### src/rtl/fetch_unit_pkg.sv
// Shared types and constants for the instruction fetch stage.
// Holds the fetch state encoding, reset/NOP defaults and the address helpers used by the PC logic.
package fetch_unit_pkg;

  localparam int ILEN = 32;

  localparam logic [ILEN-1:0] RESET_PC_DEF  = 32'h0000_0000;
  localparam logic [ILEN-1:0] NOP_INSTR_DEF = 32'h0000_0013;

  typedef enum logic [2:0] {
    FS_REQ,
    FS_WAIT,
    FS_OUT,
    FS_DROP,
    FS_HALT
  } fetch_state_t;

  // jalr semantics: the target's bit 0 is always discarded
  function automatic logic [ILEN-1:0] jalr_clear_lsb(input logic [ILEN-1:0] addr);
    return {addr[ILEN-1:1], 1'b0};
  endfunction

  function automatic logic is_word_misaligned(input logic [ILEN-1:0] addr);
    return addr[1];
  endfunction

endpackage

### src/rtl/fetch_unit_if.sv
// Instruction memory req/gnt + rvalid bus between the fetch stage and imem.
// The master modport is the fetch side; the slave modport is the memory side.
interface fetch_unit_if;
  import fetch_unit_pkg::*;

  logic            req;
  logic [ILEN-1:0] addr;
  logic            gnt;
  logic            rvalid;
  logic [ILEN-1:0] rdata;

  modport master (
    output req,
    output addr,
    input  gnt,
    input  rvalid,
    input  rdata
  );

  modport slave (
    input  req,
    input  addr,
    output gnt,
    output rvalid,
    output rdata
  );

endinterface

### src/rtl/fetch_unit_pc_reg.sv
// Program counter register with hold / pc+4 / redirect next-pc selection.
// Also reports whether the current redirect target is word-misaligned.
module fetch_pc_reg
  import fetch_unit_pkg::*;
#(
  parameter logic [ILEN-1:0] RESET_PC = RESET_PC_DEF
) (
  input  logic            clk,
  input  logic            rst,
  input  logic            advance,
  input  logic            redirect,
  input  logic [ILEN-1:0] redirect_pc,
  output logic [ILEN-1:0] pc,
  output logic            tgt_misaligned
);

  logic [ILEN-1:0] tgt;
  logic [ILEN-1:0] pc_d;
  logic [ILEN-1:0] pc_q;

  assign tgt            = jalr_clear_lsb(redirect_pc);
  assign tgt_misaligned = is_word_misaligned(tgt);

  // A misaligned redirect leaves the pc untouched; pc+4 wraps silently
  always_comb begin
    pc_d = pc_q;
    if (redirect) begin
      if (!tgt_misaligned) begin
        pc_d = tgt;
      end
    end else if (advance) begin
      pc_d = pc_q + 32'd4;
    end
  end

  always_ff @(posedge clk) begin
    if (rst) begin
      pc_q <= RESET_PC;
    end else begin
      pc_q <= pc_d;
    end
  end

  assign pc = pc_q;

endmodule

### src/rtl/fetch_unit.sv
// Instruction fetch stage: owns the fetch FSM, registered decode-side outputs and the misalign flag.
// One outstanding imem request at a time; redirects from execute override everything but reset.
module fetch_unit
  import fetch_unit_pkg::*;
#(
  parameter logic [ILEN-1:0] RESET_PC  = RESET_PC_DEF,
  parameter logic [ILEN-1:0] NOP_INSTR = NOP_INSTR_DEF
) (
  input  logic            clk,
  input  logic            rst,
  fetch_unit_if.master    imem,
  input  logic            redirect,
  input  logic [ILEN-1:0] redirect_pc,
  output logic            instr_valid,
  input  logic            instr_ready,
  output logic [ILEN-1:0] pc_o,
  output logic [ILEN-1:0] instr_o,
  output logic            fetch_misalign
);

  fetch_state_t    state_d, state_q;
  logic            instr_valid_d, instr_valid_q;
  logic [ILEN-1:0] pc_o_d, pc_o_q;
  logic [ILEN-1:0] instr_o_d, instr_o_q;
  logic            misalign_d, misalign_q;
  logic            drop_to_halt_d, drop_to_halt_q;

  logic [ILEN-1:0] pc;
  logic            tgt_misaligned;
  logic            advance;
  logic            outstanding;

  fetch_pc_reg #(
    .RESET_PC (RESET_PC)
  ) u_pc_reg (
    .clk            (clk),
    .rst            (rst),
    .advance        (advance),
    .redirect       (redirect),
    .redirect_pc    (redirect_pc),
    .pc             (pc),
    .tgt_misaligned (tgt_misaligned)
  );

  // A response is still owed if it was granted this cycle or has not yet returned
  assign outstanding = (state_q == FS_REQ  && imem.gnt)
                    || (state_q == FS_WAIT)
                    || (state_q == FS_DROP && !imem.rvalid);

  always_comb begin
    state_d        = state_q;
    instr_valid_d  = instr_valid_q;
    pc_o_d         = pc_o_q;
    instr_o_d      = instr_o_q;
    misalign_d     = misalign_q;
    drop_to_halt_d = drop_to_halt_q;
    advance        = 1'b0;

    if (redirect) begin
      instr_valid_d  = 1'b0;
      instr_o_d      = NOP_INSTR;
      misalign_d     = tgt_misaligned;
      drop_to_halt_d = tgt_misaligned && outstanding;
      if (outstanding) begin
        state_d = FS_DROP;
      end else if (tgt_misaligned) begin
        state_d = FS_HALT;
      end else begin
        state_d = FS_REQ;
      end
    end else begin
      unique case (state_q)
        FS_REQ: begin
          if (imem.gnt) begin
            state_d = FS_WAIT;
          end
        end
        FS_WAIT: begin
          if (imem.rvalid) begin
            instr_o_d     = imem.rdata;
            pc_o_d        = pc;
            instr_valid_d = 1'b1;
            state_d       = FS_OUT;
          end
        end
        FS_OUT: begin
          if (instr_ready) begin
            advance       = 1'b1;
            instr_valid_d = 1'b0;
            instr_o_d     = NOP_INSTR;
            state_d       = FS_REQ;
          end
        end
        FS_DROP: begin
          if (imem.rvalid) begin
            state_d        = drop_to_halt_q ? FS_HALT : FS_REQ;
            drop_to_halt_d = 1'b0;
          end
        end
        FS_HALT: begin
          state_d = FS_HALT;
        end
        default: begin
          state_d = FS_REQ;
        end
      endcase
    end
  end

  always_ff @(posedge clk) begin
    if (rst) begin
      state_q        <= FS_REQ;
      instr_valid_q  <= 1'b0;
      pc_o_q         <= RESET_PC;
      instr_o_q      <= NOP_INSTR;
      misalign_q     <= 1'b0;
      drop_to_halt_q <= 1'b0;
    end else begin
      state_q        <= state_d;
      instr_valid_q  <= instr_valid_d;
      pc_o_q         <= pc_o_d;
      instr_o_q      <= instr_o_d;
      misalign_q     <= misalign_d;
      drop_to_halt_q <= drop_to_halt_d;
    end
  end

  // Request is suppressed during the reset cycle itself, then asserted from REQ
  assign imem.req  = (state_q == FS_REQ) && !rst;
  assign imem.addr = pc;

  assign instr_valid    = instr_valid_q;
  assign pc_o           = pc_o_q;
  assign instr_o        = instr_o_q;
  assign fetch_misalign = misalign_q;

  a_rvalid_only_when_owed: assert property (
    @(posedge clk) disable iff (rst)
    imem.rvalid |-> (state_q == FS_WAIT || state_q == FS_DROP)
  );

endmodule

### src/flat_wrapper.sv
// flat-port wrapper written by rule: the top's interface ports become plain ports
module fetch_unit_flat import fetch_unit_pkg::*;
#(
  parameter logic [ILEN-1:0] RESET_PC  = RESET_PC_DEF,
  parameter logic [ILEN-1:0] NOP_INSTR = NOP_INSTR_DEF
)
  (clk, rst, redirect, redirect_pc, instr_valid, instr_ready, pc_o, instr_o, fetch_misalign, imem_req, imem_addr, imem_gnt, imem_rvalid, imem_rdata);
  fetch_unit_if imem_i ();
  input  logic clk;
  input  logic rst;
  input  logic redirect;
  input  logic [ILEN-1:0] redirect_pc;
  output logic instr_valid;
  input  logic instr_ready;
  output logic [ILEN-1:0] pc_o;
  output logic [ILEN-1:0] instr_o;
  output logic fetch_misalign;
  output wire logic [$bits(imem_i.req)-1:0] imem_req;
  output wire logic [$bits(imem_i.addr)-1:0] imem_addr;
  input wire logic [$bits(imem_i.gnt)-1:0] imem_gnt;
  input wire logic [$bits(imem_i.rvalid)-1:0] imem_rvalid;
  input wire logic [$bits(imem_i.rdata)-1:0] imem_rdata;
  assign imem_req = imem_i.req;
  assign imem_addr = imem_i.addr;
  assign imem_i.gnt = imem_gnt;
  assign imem_i.rvalid = imem_rvalid;
  assign imem_i.rdata = imem_rdata;
  fetch_unit #(.RESET_PC(RESET_PC), .NOP_INSTR(NOP_INSTR)) u_core (.clk(clk), .rst(rst), .imem(imem_i), .redirect(redirect), .redirect_pc(redirect_pc), .instr_valid(instr_valid), .instr_ready(instr_ready), .pc_o(pc_o), .instr_o(instr_o), .fetch_misalign(fetch_misalign));
endmodule
### config.mk
export PLATFORM = sky130hd
export DESIGN_NAME = fetch_unit_flat
export DESIGN_NICKNAME = d
export VERILOG_FILES = /design/src/rtl/fetch_unit_pkg.sv /design/src/rtl/fetch_unit_if.sv /design/src/rtl/fetch_unit_pc_reg.sv /design/src/rtl/fetch_unit.sv /design/src/flat_wrapper.sv
export SDC_FILE = /design/constraint.sdc
export NUM_CORES = 1
export LEC_CHECK = 0
export BUFFER_PORTS_ARGS = -buffer_cell sky130_fd_sc_hd__buf_4
export CAP_MARGIN = 20
export CORE_MARGIN = 4
export CORE_UTILIZATION = 40
export CTS_CLUSTER_SIZE = 8
export DETAILED_ROUTE_END_ITERATION = 7
export PLACE_DENSITY_LB_ADDON = 0.1
export SYNTH_ARGS = -nofsm -noshare
export SYNTH_HDL_FRONTEND = slang
export SYNTH_SLANG_ARGS = --single-unit
### constraint.sdc
create_clock -name clk -period 2.5 [get_ports clk]
set_input_delay 0.125 -clock clk [delete_from_list [all_inputs] [get_ports clk]]
set_output_delay 0.125 -clock clk [all_outputs]
set_load 0.02 [all_outputs]
* Word level (Yosys, flattened, before mapping)
Index checks and enable logic that the tools add are counted.
Cells by class: add/subtract/negate cells 1, reduce and logical (&&, ||, !) cells 19, multiplexer cells 24, bitwise gates (word level) 1, equal/unequal tests 11
Operator list (count):
- two-way mux 32 bit | 5
- case mux 32 bit (2 select lines) | 1
- adder 32 x 3 -> 32 bit, second input constant | 1
- two-way mux 3 bit | 8
- case mux 3 bit (5 select lines) | 1
- inequality test 3 bit, second input constant | 4
- two-way mux 1 bit | 8
- nonzero test 2 bit | 4
- == test 3 x 2 -> 1 bit, second input constant | 2
- inequality test 2 bit, second input constant | 3
- AND reduction 3 bit | 2
- logical AND 1 bit | 4
- AND reduction 2 bit | 2
- AND reduction 4 bit | 1
- == test 3 x 1 -> 1 bit, second input constant | 1
- == test 3 bit, second input constant | 1
- logical NOT 3 bit | 1
- logical NOT 1 bit | 2
- logical OR 1 bit | 2
- case mux 1 bit (2 select lines) | 1
- OR reduction 2 bit | 1
- NOT 1 bit | 1
Storage, ports and cells: register bits after elaboration 102, output and inout bits 99, bits of input ports 70, logic and storage cells 63

* Logic depth before layout (Yosys ltp)
word-level depth 6, gate-level depth with buffers 8, mapped depth without buffers 5

* By module
From an unflattened synthesis, not the netlist that was laid out.
Unflattened totals: cells, all modules 533, area, all modules 4619.4 um2
By module, submodules not included:
- fetch_unit | times used 1, seq. area each 1401.3 um2, cells each 281, area each 2692.6 um2
- fetch_pc_reg | times used 1, seq. area each 600.6 um2, cells each 252, area each 1926.8 um2

* Least setup slack after synthesis
Ideal clock, no wire load.
path kind register to register, start register u_core.u_pc_reg.pc_q[4], in the netlist u_core.u_pc_reg.pc[4], end register u_core.u_pc_reg.pc_q[28], in the netlist u_core.u_pc_reg.pc[28], slack 562 ps, data arrival time 1816 ps, data required time 2378 ps, clock period less this slack 1938 ps, cell stages (with the launch flop) 9, path through dfxtp_1 buf_2 and4_1 buf_4 nand4_4 buf_6 nor4_2 nor4b_1 a311o_1
Between the ends: longest elaborated chain between the ends 3
Ends and longest elaborated chain:
- from (decl) | RTL line fetch_unit_pc_reg.sv:19 | logic [ILEN-1:0] pc_q;
- from (signal assigned) | RTL line fetch_unit_pc_reg.sv:40 | pc_q <= pc_d;
- adder 32 x 3 -> 32 bit | RTL line fetch_unit_pc_reg.sv:32 | pc_d = pc_q + 32'd4;
- two-way mux 32 bit | RTL line fetch_unit_pc_reg.sv:31 | end else if (advance) begin
- two-way mux 32 bit | RTL line fetch_unit_pc_reg.sv:27 | if (redirect) begin
Every way passes these cells. The select of a mux whose other input is x is not followed. A chain may end at the register's enable or synchronous reset.

* Worst setup path after layout
start register u_core.u_pc_reg.pc_q[6], in the netlist u_core.u_pc_reg.pc[6], end register u_core.u_pc_reg.pc_q[31], in the netlist u_core.u_pc_reg.pc[31]
Same word-level chain as after synthesis.

==> reports/qor.csv <==
stage;metric;value;unit
clock_tree;cts repair resizes;0;
clock_tree;CTS Sinks;98;
power;switch share;0.276;
power;NetSw;0.00104;W
route;Starting DRT DRC Count;275;
worst_hold_path;worst min-delay path category;in2reg;
timing;Slew Limit Fails;0;
clock_tree;clock-pin slew on the worst setup and hold paths;0.07;ns
cells_and_area;Design Area, Final;6130;um^2
floorplanning;Ports;169;
worst_setup_path;Critical Path Sink Type;flip-flop;
global_route;grt total ovfl;0;
synthesis;Netlist cell types;61;
route;DRC;0;
clock_tree;post-CTS setup buffers;0;
timing;Slew @ Worst Pin;0.601;ns
global_route;met3 Track Usage GR;0.0634;
clock_tree;clk root buf;clkbuf_16;
synthesis;synthesized area;4520;um^2
clock_tree;clk buf depth;2;
worst_setup_path;WP data required;2.70;ns
clock_tree;CTS Buf Count;9;
power;VDD IR max;0.413;mV
global_route;first-pass GRT wire length;21700;um
cells_and_area;Layout fillers;1062;
power;P_int;0.00273;W
synthesis;Async S/R FF share, synth;0;
global_route;M2 GR Usage;0.328;
clock_tree;Post-CTS Hold Buffers;0;
global_route;vias in the first global route;4368;
global_route;largest net degree at the start of global routing;46;
outcome;status;completed;
power;combinational power share;0.170;
global_route;antenna violations before repair;0;
placement;hpwl dp;9760;um
route;DR pass1 iterations;4;
synthesis;Synth area leaders;dfxtp_1 43%, nand2_1 7.3%, a22oi_1 6.8%, a21oi_1 5.3%, nor2_1 5.1%;
synthesis;top-area cell type share of the netlist area;0.434;
timing;Final Cycle Share;0.851;
route;Antenna Nets Post-Route;0;
timing;unrepaired setup endpoints after global routing;no;
synthesis;ys flop type;dfxtp_1;
synthesis;synthesized instance count;547;
worst_setup_path;maximum fanout along the worst path;8;
timing;Clock Skew;0.00715;ns
timing;final hold vios;0;
timing;final setup fails;0;
timing;Tmin final;2.13;ns
cells_and_area;Area growth syn-to-layout;35.7;%
timing;Max-slew headroom;0.599;
worst_setup_path;Setup CP Type;reg2reg;
clock_tree;Worst-Skew Late Latency;0.34;ns
job;MaxCap Viol Count;0;
global_route;gr busiest metal;met2;
timing;maximum clock rate;470;MHz
clock_tree;H-Tree Depth;3;
placement;Placed Cells;820;
synthesis;sequential area share after synthesis;0.434;
placement;Port-buffer cells;163;
timing;Final TNS setup;0;ns
placement;GPL Wtd Cong;0.852;
floorplanning;row cnt;38;
synthesis;Post-synth EDFFs;0;
worst_setup_path;arrival time worst endpoint;2.33;ns
route;DR WL/cell;16.2;um
cells_and_area;fin util;0.561;
worst_setup_path;Setup crit start kind;flip-flop;
worst_setup_path;r2r worst-path depth;5;
timing;worst setup margin;0.373;ns
synthesis;Yosys warning total;0;
floorplanning;die height;114;um
worst_setup_path;R2R setup slack;0.37;ns
route;vias per inst;5.44;
worst_setup_path;CP max stage delay;0.49;ns
cells_and_area;ant diodes;0;
placement;Place WS;0.394;ns
floorplanning;Core Area;10900;um^2
synthesis;Synth Register Bits;98;
floorplanning;initial core utilization;0.413;
synthesis;count leader, synth;dfxtp_1;
synthesis;top cells by count, synth;98 x dfxtp_1, 88 x nand2_1, 61 x nor2_1, 48 x a21oi_1, 41 x a22oi_1;
global_route;total track usage;0.205;
synthesis;area leader, netlist;dfxtp_1;
cells_and_area;layout cells sized above 1;0.306;
power;Clock Power Share;0.376;
cells_and_area;non-filler cells, final;837;
worst_hold_path;worst hold path depth;3;
cells_and_area;Final nets;763;
placement;post-place instance area;5820;um^2
route;via count;4551;
worst_setup_path;highest-delay cell along the critical path;nor4_1;
floorplanning;Die W;114;um
synthesis;mean post-synth cell area;8.26;um^2
worst_setup_path;worst path cell trace;and4_1 > nand4_2 > nor4_1 > mux2i_1 > o22ai_1;
power;sequential share of power;0.454;
global_route;M1 GR Usage;0.264;
route;final wirelength;13500;um
power;Lkg Pwr;2.44;nW
power;Pwr per Cell Area;615;nW/um^2
clock_tree;CTS tree;done;
floorplanning;die area;13100;um^2
-- area by class of cell --
class	count	area, um^2	share of cell area
Clock buffer	12	256	0.0418
Clock inverter	4	50.0	0.00816
Inverter	7	26.3	0.00428
Multi-Input combinational cell	396	2300	0.374
Sequential cell	98	1960	0.320
Tap cell	140	175	0.0286
Timing Repair Buffer	180	1370	0.223
-- kinds of logic (layout without fill, tap and decap cells) --
logic type / count (synthesis) / in the layout / share of synthesized area
and+or+nand+nor: 228 / 228 / 0.246
AOI/OAI and AO/OA: 144 / 144 / 0.210
DFF: 98 / 98 / 0.434
buffers and inverters: 56 / 203 / 0.0645
muxes: 16 / 16 / 0.0354
xor gates and xnor gates: 3 / 3 / 0.00582
adders and majority gates: 1 / 1 / 0.00277
other: 1 / 4 / 0.000830
-- worst paths after layout --
| check | from | to |
|---|---|---|
| max | u_core.u_pc_reg.pc[6]$_SDFFE_PP0P_ | u_core.u_pc_reg.pc[31]$_SDFFE_PP0P_ |
| min reg2reg | u_core.pc_o[16]$_SDFFE_PP0P_ | u_core.pc_o[16]$_SDFFE_PP0P_ |
| max reg2reg | u_core.u_pc_reg.pc[6]$_SDFFE_PP0P_ | u_core.u_pc_reg.pc[31]$_SDFFE_PP0P_ |
| min | imem_rdata[0] | u_core.instr_o[0]$_SDFFE_PP1P_ |
-- critical path: cells and delay by family, from the launching register on --
family,cells,cell delay [ns]
simple gates,3,1.21
compound gates,1,0.09
flops,1,0.45
mux,1,0.24
-- sequential cells by signal (all words and copies together), names as in the netlist --
name,count
u_core.drop_to_halt_q,1
u_core.fetch_misalign,1
u_core.instr_o,32
u_core.instr_valid,1
u_core.pc_o,30
u_core.state_q,3
u_core.u_pc_reg.pc,30
-- cell usage in the layout, fill, tap and decap left out, drive strengths merged, types with 2 or more instances in the layout --
master,netlist,final
inv,7,7
conb,1,4
dfxtp,98,98
o22ai,15,15
xnor2,3,3
a2111oi,3,3
nand3,10,10
a31oi,3,3
or3,3,3
nor2b,4,4
mux2i,16,16
and2,4,4
and3,3,3
nor3,16,16
and4,5,5
clkbuf,30,12
or2,4,4
nor3b,4,4
o21ai,11,11
a22oi,41,41
o211ai,3,3
a211oi,7,7
nor2,61,61
a21oi,48,48
nor4,7,7
a311oi,3,3
clkinvlp,0,2
nand2,88,88
nand4,10,10
nand2b,3,3
buf,18,180
-- routing by layer --
layer	routed length, um	part of all wire
met1	5880	0.43
met2	6240	0.46
met3	1220	0.090
met4	204	0.015
met5	0	0
-- power groups by stage --
stage               clock (W)  combinational [W]  sequential (W)
CTS                   0.00145           0.000640         0.00171
detailed placement          0           0.000638         0.00175
finish                0.00142           0.000640         0.00171
floorplan                   0           0.000323         0.00178
global placement            0           0.000625         0.00174
global route          0.00152           0.000700         0.00173
-- stage by stage --
stage	power, W	hold WS, ns
2_1_floorplan	0.00211	0.273
3_3_place_gp	0.00237	0.359
3_5_place_dp	0.00239	0.370
4_1_cts	0.00380	0.0154
5_1_grt	0.00395	0.0174
6_report	0.00377	0.0242
Note: power is estimated with default switching activity, not from simulation.
